==> config.mk <==
export PLATFORM = sky130hd
export DESIGN_NAME = sub8_result_queue
export DESIGN_NICKNAME = d
export VERILOG_FILES = /design/src/rtl/sub8_result_queue.sv
export SDC_FILE = /design/constraint.sdc
export NUM_CORES = 1
export LEC_CHECK = 0
export ABC_AREA = 1
export BUFFER_PORTS_ARGS = -buffer_cell sky130_fd_sc_hd__buf_2
export CELL_PAD_IN_SITES_DETAIL_PLACEMENT = 0
export CELL_PAD_IN_SITES_GLOBAL_PLACEMENT = 1
export CORE_MARGIN = 3
export CORE_UTILIZATION = 40
export CTS_CLUSTER_SIZE = 40
export DETAILED_ROUTE_END_ITERATION = 12
export MAX_ROUTING_LAYER = met4
export PLACE_DENSITY_LB_ADDON = 0.1
export SLEW_MARGIN = 20
export SYNTH_ARGS = -nofsm -noshare
export SYNTH_HDL_FRONTEND = slang
export SYNTH_SLANG_ARGS = --single-unit
==> constraint.sdc <==
create_clock -name clk -period 1.5 [get_ports clk]
set_input_delay 0.075 -clock clk [delete_from_list [all_inputs] [get_ports clk]]
set_output_delay 0.075 -clock clk [all_outputs]
set_load 0.05 [all_outputs]
==> src/rtl/sub8_result_queue.sv <==
// sub8_result_queue: sign-magnitude result FIFO behind the 8-bit ripple subtractor.
// Converts each (D, Bout) pair to magnitude/negative/zero and queues it with
// valid/ready handshakes on both sides.
//
// Ports:
//   clk        system clock, rising edge
//   rst        synchronous active-high reset
//   d_in       raw difference D = A-B mod 256
//   bout_in    borrow-out, 1 when A<B
//   in_valid   producer offers a result
//   in_ready   queue not full (registered, independent of out_ready)
//   out_mag    head entry magnitude |A-B|
//   out_neg    head entry negative flag
//   out_zero   head entry zero flag
//   out_valid  queue not empty
//   out_ready  consumer takes the head entry
//   level      number of stored entries, 0..DEPTH
//
// Optional build macro SUB8_RESULT_QUEUE_STATS_EN adds:
//   push_count accepted pushes, saturating 16-bit
//   neg_count  accepted pushes with bout_in=1, saturating 16-bit

module sub8_result_queue #(
    parameter int DEPTH = 4,
    parameter int AW    = 2
) (
    input  logic          clk,
    input  logic          rst,
    input  logic [7:0]    d_in,
    input  logic          bout_in,
    input  logic          in_valid,
    output logic          in_ready,
    output logic [7:0]    out_mag,
    output logic          out_neg,
    output logic          out_zero,
    output logic          out_valid,
    input  logic          out_ready,
    output logic [AW:0]   level
`ifdef SUB8_RESULT_QUEUE_STATS_EN
    ,
    output logic [15:0]   neg_count,
    output logic [15:0]   push_count
`endif
);

    localparam int LW = AW + 1;

    localparam logic [AW:0]   LVL_FULL = LW'(DEPTH);
    localparam logic [AW:0]   LVL_ZERO = '0;
    localparam logic [AW:0]   LVL_ONE  = LW'(1);
    localparam logic [AW-1:0] PTR_ONE  = AW'(1);

    // Elaboration-time guard on the geometry.
    if ((DEPTH < 2) || (DEPTH != (1 << AW))) begin : g_bad_cfg
        $error("sub8_result_queue: DEPTH must be 2**AW and >= 2");
    end

    // ------------------------------------------------------------------
    // Storage (not reset; validity is tracked by level/pointers)
    // ------------------------------------------------------------------
    logic [7:0] mag_q  [DEPTH];
    logic       neg_q  [DEPTH];
    logic       zero_q [DEPTH];

    logic [AW-1:0] wr_ptr_q, wr_ptr_d;
    logic [AW-1:0] rd_ptr_q, rd_ptr_d;
    logic [AW:0]   level_q,  level_d;

    // ------------------------------------------------------------------
    // Capture-time conversion to sign-magnitude
    // ------------------------------------------------------------------
    logic [7:0] mag_in;
    logic       neg_in;
    logic       zero_in;

    always_comb begin
        mag_in  = d_in;
        neg_in  = bout_in;
        if (bout_in) begin
            // Two's-complement negate; D=0 with Bout=1 is kept as mag 0, neg 1.
            mag_in = (~d_in) + 8'd1;
        end
        zero_in = (mag_in == 8'd0);
    end

    // ------------------------------------------------------------------
    // Handshake
    // ------------------------------------------------------------------
    logic push;
    logic pop;

    // Full blocks a push even when a pop lands on the same edge, so
    // in_ready never depends combinationally on out_ready.
    assign in_ready  = (level_q != LVL_FULL);
    assign out_valid = (level_q != LVL_ZERO);
    assign push      = in_valid  && in_ready;
    assign pop       = out_valid && out_ready;

    // ------------------------------------------------------------------
    // Pointer and level next-state
    // ------------------------------------------------------------------
    always_comb begin
        wr_ptr_d = wr_ptr_q;
        rd_ptr_d = rd_ptr_q;
        level_d  = level_q;

        if (push) begin
            wr_ptr_d = wr_ptr_q + PTR_ONE;
        end
        if (pop) begin
            rd_ptr_d = rd_ptr_q + PTR_ONE;
        end

        case ({push, pop})
            2'b10:   level_d = level_q + LVL_ONE;
            2'b01:   level_d = level_q - LVL_ONE;
            default: level_d = level_q;
        endcase
    end

    always_ff @(posedge clk) begin
        if (rst) begin
            wr_ptr_q <= '0;
            rd_ptr_q <= '0;
            level_q  <= '0;
        end else begin
            wr_ptr_q <= wr_ptr_d;
            rd_ptr_q <= rd_ptr_d;
            level_q  <= level_d;
        end
    end

    // Writes are gated by rst so a discarded push leaves storage alone.
    always_ff @(posedge clk) begin
        if (push && !rst) begin
            mag_q[wr_ptr_q]  <= mag_in;
            neg_q[wr_ptr_q]  <= neg_in;
            zero_q[wr_ptr_q] <= zero_in;
        end
    end

    // ------------------------------------------------------------------
    // Show-ahead head entry
    // ------------------------------------------------------------------
    assign out_mag  = mag_q[rd_ptr_q];
    assign out_neg  = neg_q[rd_ptr_q];
    assign out_zero = zero_q[rd_ptr_q];
    assign level    = level_q;

`ifdef SUB8_RESULT_QUEUE_STATS_EN
    // ------------------------------------------------------------------
    // Saturating statistics counters
    // ------------------------------------------------------------------
    logic [15:0] push_cnt_q, push_cnt_d;
    logic [15:0] neg_cnt_q,  neg_cnt_d;

    always_comb begin
        push_cnt_d = push_cnt_q;
        neg_cnt_d  = neg_cnt_q;
        if (push && (push_cnt_q != 16'hFFFF)) begin
            push_cnt_d = push_cnt_q + 16'd1;
        end
        if (push && bout_in && (neg_cnt_q != 16'hFFFF)) begin
            neg_cnt_d = neg_cnt_q + 16'd1;
        end
    end

    always_ff @(posedge clk) begin
        if (rst) begin
            push_cnt_q <= '0;
            neg_cnt_q  <= '0;
        end else begin
            push_cnt_q <= push_cnt_d;
            neg_cnt_q  <= neg_cnt_d;
        end
    end

    assign push_count = push_cnt_q;
    assign neg_count  = neg_cnt_q;
`endif

endmodule

---- Word-level counts from Yosys, hierarchy flattened ----
Memory sizes are Yosys's and may differ from the RTL's. A register that Yosys moved wholly into a read port is not among the register bits.
Index checks and enable logic that the tools add are counted.
W data, S select, Z words.
word-level totals
  output and inout port bits .............. 15
  memories ................................ 3
  word-level logic and storage cells ...... 32
  input bits .............................. 13
  RAM bits ................................ 40
  bits in registers ....................... 7
cells by class
  muxes and demuxes ....................... 10
  add/sub/neg operators ................... 5
  eq/ne operators ......................... 3
  reductions and logical operators ........ 7
  bitwise logic cells ..................... 1
memory list
  memory  depth  bits a word  rd ports  clocked after memory_dff  wr ports  line  text
  mag_q   4      8            1         1                         1         61    logic [7:0] mag_q [DEPTH];
  neg_q   4      1            1         1                         1         62    logic neg_q [DEPTH];
  zero_q  4      1            1         1                         1         63    logic zero_q [DEPTH];
operators with widths
  operator               number
  $mux W2                6
  $add A8 B1 Y8 const B  1
  $logic_not A8 Y1       1
  $mux W8                1
  $not A8 Y8             1
  $pmux W3 S2            1
  $add A2 B1 Y2 const B  2
  $add A3 B1 Y3 const B  1
  $logic_and A1 B1 Y1    3
  $ne A3 B3 Y1 const B   1
  $reduce_bool A3 Y1     1
  $sub A3 B1 Y3 const B  1
  $eq A2 B1 Y1 const B   1
  $eq A2 B2 Y1 const B   1
  $mux W1                2
  $reduce_bool A2 Y1     1
  $logic_not A1 Y1       1

---- Longest topological paths before layout ----
Gate-level depths: netlist (run 1).
  depth after elaboration ................. 5
  mapped depth ............................ 10
  depth with buffers taken out ............ 10

---- Least setup slack after synthesis (run 1) ----
Ideal clock, no wire load.
  kind .................................... reg2reg
  from .................................... register level_q[1] (netlist: level[1])
  to ...................................... register level_q[2] (netlist: level[2])
  setup time .............................. 0.058 ns
  clock period less this slack ............ 2.545 ns
  data arrival time ....................... 2.487 ns
  cell stages (with the launch flop) ...... 11
  setup slack ............................. -1.045 ns
  path buffers ............................ 0
  data required time ...................... 1.442 ns
  cell sequence ........................... dfxtp_1 > inv_2 > nand3_1 > and2_4 > ha_1 > inv_1 > fa_1 > a21oi_1 > o21ai_0 > a21oi_1 > o21a_1
between the ends
  cells in the longest elaborated chain, start to end .. 4
  elaborated cells between the ends (all ways) .. 10
  classes of those cells .................. 2 x add/sub; 3 x eq/ne; 1 x mux; 4 x reduce/logical
ends and longest elaborated chain
  item                                                      line  text
  from (decl)                                               67    logic [AW:0] level_q, level_d;
  from (signal assigned)                                    129   level_q <= level_d;
  $reduce_bool A3 Y1 *                                      95    assign out_valid = (level_q != LVL_ZERO);
  named net out_valid                                       36    output logic out_valid,
  $logic_and A1 B1 Y1 *                                     97    assign pop = out_valid && out_ready;
  named net pop                                             90    logic pop;
  $eq A2 B1 Y1 / $eq A2 B2 Y1 (equally long branches)       114   case ({push, pop})
  $pmux W3 S2 / $reduce_bool A2 Y1 (equally long branches)  --
The timed path passes the listed nets; every way through them passes the cells marked *.
A chain may end at the register's enable or synchronous reset.

---- Worst setup path in the final report (run 1) ----
  from .................................... register level_q[0] (netlist: level[0])
  to ...................................... register level_q[2] (netlist: level[2])
between the ends
  cells in the longest elaborated chain, start to end .. 4
  elaborated cells between the ends (all ways) .. 10
  classes of those cells .................. 2 x add/sub; 3 x eq/ne; 1 x mux; 4 x reduce/logical
ends and longest elaborated chain
  item                                                      line
  $reduce_bool A3 Y1 *                                      95
  $logic_and A1 B1 Y1 *                                     97
  named net pop                                             90
  $eq A2 B1 Y1 / $eq A2 B2 Y1 (equally long branches)       114
  $pmux W3 S2 / $reduce_bool A2 Y1 (equally long branches)  --
Marks and branches as above.

==> results of run 1 <==
-- state kept, by name, summed over array words and instances (netlist names), named ones only --
signal / count
wr_ptr_q: 2
level: 3
rd_ptr_q: 2
mag_q: 32
zero_q: 4
neg_q: 4
-- cells in the final DEF (no fill, tap or decap), types with 2 or more instances in the layout --
cell type                   synthesis  final
sky130_fd_sc_hd__nor2_1            31     27
sky130_fd_sc_hd__nor3b_1            2      2
sky130_fd_sc_hd__clkbuf_8           0      6
sky130_fd_sc_hd__dfxtp_1            9      4
sky130_fd_sc_hd__nand2_2            7      6
sky130_fd_sc_hd__inv_2              2      3
sky130_fd_sc_hd__buf_12             0      6
sky130_fd_sc_hd__nand3_2            3      2
sky130_fd_sc_hd__buf_4              0     25
sky130_fd_sc_hd__o21ai_0           22     10
sky130_fd_sc_hd__buf_6              1      4
sky130_fd_sc_hd__buf_2              0     17
sky130_fd_sc_hd__dfxtp_4            0      4
sky130_fd_sc_hd__clkbuf_16          0      3
sky130_fd_sc_hd__nand2_1           17     17
sky130_fd_sc_hd__nor2_4             0      4
sky130_fd_sc_hd__nand3_1            6      5
sky130_fd_sc_hd__inv_6              0      2
sky130_fd_sc_hd__nand3_4            0      2
sky130_fd_sc_hd__inv_1             22     18
sky130_fd_sc_hd__o22ai_2            0     10
sky130_fd_sc_hd__ha_1               6      5
sky130_fd_sc_hd__a21oi_1            4      4
sky130_fd_sc_hd__nor2_2             3      3
sky130_fd_sc_hd__o21ai_1            3     14
sky130_fd_sc_hd__edfxtp_1          40     40
-- power groups by stage --
stage                     clock [uW]  sequential (uW)  combinational, uW
after detailed placement           0             1760               2030
after global routing            1020             1770               2640
after floorplan                    0             1860               1360
after global placement             0             1750               1960
after CTS                        970             1730               2250
final                            953             1750               2480
-- how the worst max path moves through the flow --
| stage | end | slack, ps | cells past startpoint |
|---|---|---|---|
| 3_3_place_gp | level[2] | -130 | 10 |
| 6_report | level[2] | -160 | 10 |
| 2_1_floorplan | level[2] | -390 | 10 |
| 4_1_cts | level[2] | -160 | 10 |
| 5_1_grt | level[2] | -270 | 10 |
| 3_5_place_dp | level[2] | -190 | 10 |
-- routing by layer --
metal / GRT usage [%] / vias to the layer above
met4: 6.08 / 0
met1: 21.2 / 798
met5: - / -
li1: - / 810
met2: 26.9 / 30
met3: 2.35 / 4
-- per-stage QoR --
stage | setup TNS [ps] | std cells
5_1_grt | -4520 | 332
2_1_floorplan | -6190 | 205
3_3_place_gp | -1390 | 311
4_1_cts | -3240 | 327
3_5_place_dp | -2320 | 311
6_report | -2730 | 332
-- cell type report --
type | instances | area [sq um]
clock inverter | 1 | 30.0
sequential | 49 | 1400
fill | 450 | 2160
tap | 70 | 87.6
clock buffer | 7 | 86.3
inverter | 24 | 103
multi-input combinational | 125 | 847
timing repair buffer | 56 | 528
-- what timing repair did --
item | 4_1_cts | 5_1_grt
setup buffers | 7 | 3
gates resized for setup | 15 | 26
hold buffers | 0 | 0
setup endpoints to repair | 52 | 52
pin swaps | 6 | 1
cloned | 1 | 2
-- worst max-delay path, stage by stage, from the launching register on --
cell	delay, ps
sky130_fd_sc_hd__dfxtp_4	370
sky130_fd_sc_hd__inv_6	40
sky130_fd_sc_hd__nand3_4	70
sky130_fd_sc_hd__and2_4	150
sky130_fd_sc_hd__ha_4	120
sky130_fd_sc_hd__inv_2	40
sky130_fd_sc_hd__fa_2	330
sky130_fd_sc_hd__a21oi_1	140
sky130_fd_sc_hd__o21ai_1	90
sky130_fd_sc_hd__a21oi_1	130
sky130_fd_sc_hd__o21a_1	130
-- cell families (layout without fill, tap and decap cells) --
kind of cell | after synthesis | count (layout)
simple gates | 73 | 73
xor+xnor | 1 | 1
fa+ha+maj | 7 | 7
buf+inv | 31 | 88
compound gates | 44 | 44
flops | 49 | 49
==> results.md, run 1 <==
Pwr:
- The overall power after layout is 5180 uW.
- In this run the power density over the cells is 1680 nW/um^2.
- The proportion of power drawn by flip-flops and latches is 33.9%.
- Cell internal power was estimated by the tool at 3180 uW.
- The switching share of power is 38.7%.
- The power dissipated by switching net loads is 2010 uW.
- The worst-case vdd ir drop is 0.729 mV.
- The static leakage is 0.00120 uW.
- Combinational logic is responsible for 47.8% of the overall power.
- The clock network burns 18.4% of the power.

Synth:
- Counting instances in the post-synthesis netlist gives the leading cell types as sky130_fd_sc_hd__edfxtp_1 (40), sky130_fd_sc_hd__nor2_1 (31), sky130_fd_sc_hd__inv_1 (22), sky130_fd_sc_hd__o21ai_0 (22), sky130_fd_sc_hd__nand2_1 (17).
- After synthesis, the cell types taking the most area are sky130_fd_sc_hd__edfxtp_1 (54%), sky130_fd_sc_hd__dfxtp_1 (8.2%), sky130_fd_sc_hd__nor2_1 (5.3%).
- The share of the synthesized area in compound gates (AO/OA/AOI/OAI) is 11.2%.
- The synthesized net count is 225.
- The number of standard cells after synthesis is 205.
- The number of warnings issued by yosys is 0.
- The adder and majority cell fraction of the synthesized area is 4.31%.
- Yosys instantiated no cell more often than sky130_fd_sc_hd__edfxtp_1.
- Summing the areas of all xor and xnor instances in the mapped netlist gives 0.397% of the synthesized area.
- The register area share after synthesis is 62.5%.
- Synthesis instantiated 28 different standard cells from the library.
- The most used flip-flop cell after synthesis is sky130_fd_sc_hd__edfxtp_1.
- Counting flops with an async set or reset pin after synthesis yields a share of 0%.
- The synthesized design contains 49 register bits.
- Summing every instance area after synthesis gives 2210 sq um.
- Of the post-synthesis cell area, the part taken by muxes is 0%.
- sky130_fd_sc_hd__edfxtp_1 takes more of the synthesized area than any other cell.
- After synthesis, the mean cell area works out to 10.8 sq um.
- The portion of synthesized cell area occupied by the leading cell type is 54.4%.
- The synthesized netlist devotes 16.0% of its cell area to simple gates.
- The count of flip-flops with a built-in enable after synthesis is 40.
- After synthesis, the largest family of logic cells by area is simple AND/OR/NAND/NOR gates.

Status:
- The checks that failed: setup timing.
- The flow ran to the end, but the final reports show violations.

Detailed routing:
- The met2 routed wirelength is 2530 microns.
- After detailed routing, the wire length on met1 is 2230 microns.
- The first-pass iteration count of the detailed router is 4.
- The DRC marker count from the first detailed-route iteration is 83.
- After detailed routing, the average wire length per cell comes to 14.9 microns.
- The via density per instance is 4.95.
- The detail route stage leaves a number of antenna-violating nets equal to 0.
- The number of vias after detailed routing is 1642.
- The uppermost layer routed is met4.
- The aggregate routed wire length is 4950 microns.
- Summed over all nets, wire length on met3 after detailed routing comes to 144 microns.
- After detailed routing, the number of remaining DRC violations is 0.

Timing:
- Headroom to the max-slew limit came out at 80.2%.
- The final count of hold timing violations came to 0.
- After layout, the worst path uses 111% of the clock period.
- The number of slew-limit violations in the final report came to 0.
- Setup violations remaining at the end of the flow were counted as 37.
- The timing-limited maximum frequency is 602 MHz.
- The final critical-path required period is 1660 ps.
- Setup repair after global routing could not meet its margin everywhere.
- At the pin with the least slew margin, the transition time is 295 ps.
- Setup slack on the critical path of the routed design comes to -161 ps.
- The final hold slack is 40.9 ps.
- On the final layout, the worst clock skew is 6.49 ps.

Critical path:
- The arrival time at the worst endpoint is 1900 ps.
- The launching element type of the critical path is a register.
- The most critical setup path has its startpoint at level[0].
- Along the worst path, the maximum fanout reaches 4.
- The worst setup path is captured at a register.
- The critical path start-end classification is reg2reg.
- In this run the critical register-to-register path is launched from level[0].
- The depth of the worst register-to-register path is 10.
- The slack of the worst reg-to-reg path is -160 ps.
- The worst register-to-register path ends at level[2].
- STA puts the critical path data required time at 1740 ps.

Final layout:
- The area growth from synthesis to final layout is 39.4%.
- The design area is 3080 sq um.
- Cells with a size suffix above 1 make up 42.0% of the layout.
- For this run, the post-layout net count is 281.
- At the end of the flow the core is filled with cells to 58.8%.
- The number of antenna diodes in the final layout is 0.

Global route:
- The number of antenna violations at the first check in global routing is 0.
- The via count of the first global-routing pass came to 1605.
- For this run the aggregate overflow at the end of global routing stands at 0.
- Entering global routing, the biggest net connects 21 pins.
- Global routing used 16.6% of the available tracks.
- The first global-routing pass estimated 7780 microns of wire.

Placed design:
- The routability congestion estimate is 0.713.
- Detailed placement finished with a half-perimeter wire length of 3250 microns.
- The quantity of I/O buffers inserted on ports is 27.
- Before CTS, the worst setup slack after placement is -191 ps.
- The placed cell area is 2720 sq um.

Job:
- The reported max-cap violation count is 0.

Clock network:
- In this run the number of H-tree levels came out at 2.
- The number of clock sinks seen by CTS is 49.
- Clock tree synthesis inserted a total of 5 buffers.
- The clock latency reported for the late side of the worst-skew pair is 290 ps.
- The maximum buffer depth of the clock tree is 2.
- The post-CTS clock slew at the launch and capture registers of the worst setup and hold paths is 80 ps.
- The clock root buffer master is sky130_fd_sc_hd__clkbuf_8.
- The CTS tree is yes.

Die:
- The overall die width is 80.3 microns.
- For this configuration, the core starts out at a cell density of 42.2%.
- Measured along the y axis, the die boundary spans 80.3 microns.
- In this run the standard cell core region covers 5240 sq um.
- The number of top-level pins is 28.
- The number of standard-cell rows in the floorplan is 26.
- The floorplan step defined a die boundary enclosing 6450 sq um.

Worst hold path:
- The end point of the worst hold path is mag_q[3][0].
- The hold path depth is 1.
- The path class of the lowest-slack min-delay path is in2reg.
- The worst hold path begins at d_in[0].
(Power assumes the default switching activity.)
==> inputs of run 2 (changes only) <==
- REMOVE_ABC_BUFFERS: not set -> 1
==> run 2 against run 1 <==
The run still ends with setup timing left. Clock-buffer cell count shrank 1. Die area is the same. Clock skew grew 0.72 ps. Register-to-register slack lost 80 ps. Via count grew 3.7%. Global-route usage grew 0.22 points.
==> results.md, run 2 (synthesis results as in run 1) <==
Pwr:
- The share of total power dissipated in sequential elements is 31.9%.
- The worst-case vdd ir drop is 0.835 mV.
- The share of power burned in combinational logic is 51.4%.
- The switching share of power is 39.6%.
- The power dissipated by switching net loads is 2150 uW.
- The power density over the cells is 1680 nW/um^2.
- Per report_power, the clock group accounts for 16.7% of the total.
- The static leakage is 0.00127 uW.
- The internal power component is 3270 uW.

Global route:
- Entering global routing, the biggest net connects 21 pins.
- The global routing usage summed across all routing layers is 16.8%.
- The via count of the first global-routing pass is 1567.
- The global-route wire length before repair is 7800 microns.
- The number of antenna violations at the first check in global routing is 0.
- The total overflow reported by the global router is 0.

Placed design:
- Counting tap cells, the placed design contains a total of 316 instances.
- The half-perimeter wire length of the detailed placement result is 3290 microns.
- The quantity of I/O buffers inserted on ports is 27.
- The routability congestion estimate is 0.767.

Final layout:
- After the flow finishes, the layout carries non-filler instances totaling 345.
- In the final layout, the share of cells above drive strength 1 is 50.2%.
- In the final layout, the registers with the most flip-flops are mag_q: 32 flops, neg_q: 4 flops, zero_q: 4 flops.
- Leaving out fill and tap cells, the most frequent cell in the layout is sky130_fd_sc_hd__edfxtp_1.
- In the layout the commonest cells are sky130_fd_sc_hd__edfxtp_1 (40), sky130_fd_sc_hd__buf_4 (25), sky130_fd_sc_hd__buf_6 (23).
- For this run, the post-layout net count is 294.
- The number of inserted filler cells in the final layout is 413.
- Compared with the post-synthesis result, the final layout area differs by 45.7%.
- The register with the most flip-flops in the layout has 32 of them.
- The register with the most flip-flops in the final layout is mag_q.
- The number of antenna diodes is 0.

Timing:
- Derived from the worst setup path, the maximum achievable clock frequency is 574 MHz.
- The worst pin sits at a relative slew slack of 71.7%.
- Setup repair after global routing could not meet its margin everywhere.
- The worst-margin pin slew is 422 ps.
- The final critical-path setup slack is -242 ps.
- The final critical path takes up 116% of the cycle.
- The final critical-path required period is 1740 ps.
- Clock skew on the completed layout was measured at 7.22 ps.
- The final count of hold timing violations was 0.
- The number of slew-limit violations in the final report is 0.
- Across all hold checks on the routed design, the worst slack comes to 41.6 ps.
- Setup violations remaining at the end of the flow were counted as 52.

Worst hold path:
- The startpoint identified for the worst hold timing path is d_in[0].
- For hold timing, the worst endpoint is mag_q[0][0].
- The hold path depth is 1.
- The path class of the lowest-slack min-delay path is in2reg.

Detailed routing:
- The DRC marker count from the first detailed-route iteration is 116.
- The count of nets left with antenna violations once routing finished came out at 0.
- The routed layout has 1703 vias.
- For this run, the detailed router's first-pass iteration total came to 4.
- Summed over all layers, the routed wires come to 5470 microns.
- After detailed routing, the number of vias per cell comes to 4.94.
- The post-detailed-route DRC marker count is 0.
- The average routed wire per standard cell is 15.8 microns.

Critical path:
- The capturing element type of the critical path is a register.
- The arrival time at the worst endpoint is 1990 ps.
- The startpoint identified for the worst register-to-register timing path is level[0].
- The launching element type of the critical path is a register.
- The slowest stage of the critical path belongs to the cell sky130_fd_sc_hd__dfxtp_2.
- Walking the worst path, the cells encountered are inv_4 > nand3_2 > and2_4 > ha_4 > inv_2 > fa_2 > a21oi_2 > o21ai_2 > a21oi_1 > o21a_1.
- The largest single stage delay on the critical path is 370 ps.
- Counting both buffers and inverters, the worst setup path holds a total of 2.
- The worst register-to-register path ends at level[2].
- The worst setup path is of the reg2reg kind.
- Data on the critical path is required at its endpoint by 1750 ps.
- On the critical path the largest part of the delay comes from compound AO/OA/AOI/OAI gates.
- Of all nets on the critical path, the largest fanout is 4.
- Counting cells, the worst reg-to-reg path comes to 10.
- The slack of the worst reg-to-reg path is -240 ps.

Clock network:
- The clock root buffer master is sky130_fd_sc_hd__clkbuf_8.
- The maximum level of the CTS H-tree is 2.
- The clock latency reported for the late side of the worst-skew pair is 300 ps.
- Buffers inserted to repair hold after CTS numbered 0.
- The post-CTS clock slew at the launch and capture registers of the worst setup and hold paths is 90 ps.
- The number of clock sinks seen by CTS is 49.
- The number of buffers added by the clock tree synthesis step is 5.
- The CTS tree is yes.
- The maximum buffer depth of the clock tree is 2.

Die:
- Pin placement for this block handled 28 I/O pins.
- For this configuration, the core starts out at a cell density of 42.2%.
- From bottom edge to top edge, the die measures 80.3 microns.
- The die covers 6450 sq um.
- The overall die width is 80.3 microns.
- The core area is 5240 sq um.
- Row generation in the floorplan step produced 26 rows.

Status:
- The checks that failed: setup timing.
- The flow ran to the end, but the final reports show violations.

Job:
- Across the run, the number of max-cap violations was 0.
## run 2: cell count changes in the layout (fill, tap and decap cells not counted), sizes merged
cell	delta
buf	+14
clkbuf	-2
clkinv	+1
clkinvlp	+1
inv	-1
## run 2: what timing repair did
item                       4_1_cts  5_1_grt
setup endpoints to repair       52       52
cloned                           4        4
setup buffers                    0       13
pin swaps                        9       18
resized for setup               46       72
## run 2: how the worst max path moves through the flow
stage / start / endpoint / slack [ps] / cells past startpoint
2_1_floorplan: level[1] / level[2] / -1040 / 10
3_3_place_gp: level[1] / level[2] / -180 / 10
3_5_place_dp: level[1] / level[2] / -320 / 10
4_1_cts: level[2] / level[2] / -210 / 10
5_1_grt: level[0] / level[2] / -290 / 10
6_report: level[0] / level[2] / -240 / 10
## run 2: layout make-up
cell class	count	area, sq um	area share, %
Clock buffer	6	72.6	2.26
Clock inverter	2	33.8	1.05
Inverter	24	98.8	3.07
Multi-Input combinational cell	125	926	28.8
Sequential cell	49	1390	43.3
Tap cell	70	87.6	2.72
Timing Repair Buffer	69	607	18.9
## run 2: routing by layer
metal / wire length (microns) / global-route usage [%] / up-vias / share of wire (%)
li1: - / - / 839 / -
met1: 2430 / 21.0 / 825 / 44
met2: 2810 / 27.2 / 32 / 51
met3: 140 / 3.70 / 7 / 2.6
met4: 89 / 5.24 / 0 / 1.6
met5: 0 / - / - / 0
## run 2: power by group through the flow
| stage | Sequential, uW | Combinational, uW | Clock (uW) |
|---|---|---|---|
| 2_1_floorplan | 1860 | 1100 | 0 |
| 3_3_place_gp | 1710 | 1830 | 0 |
| 3_5_place_dp | 1710 | 1880 | 0 |
| 4_1_cts | 1700 | 2100 | 906 |
| 5_1_grt | 1740 | 2920 | 984 |
| 6_report | 1730 | 2780 | 906 |
## run 2: through the flow
stage | utilization (%) | total power (uW) | area (sq um) | setup slack (ps) | TNS [ps]
after floorplan | - | 2950 | 2170 | -1040 | -36380
after global placement | 49.0 | 3540 | 2570 | -184 | -2530
after detailed placement | 49.0 | 3590 | 2570 | -318 | -4340
after CTS | 54.1 | 4700 | 2830 | -213 | -4210
after global routing | 61.4 | 5650 | 3220 | -287 | -5620
final | 61.4 | 5420 | 3220 | -242 | -3480
## run 2: worst register-to-register path: cells and delay by family (launching register included)
| kind | cells | cell delay [ps] |
|---|---|---|
| buffers and inverters | 2 | 100 |
| AOI/OAI and AO/OA | 4 | 510 |
| and+or+nand+nor | 2 | 250 |
| adders and majority gates | 2 | 470 |
| DFF | 1 | 370 |
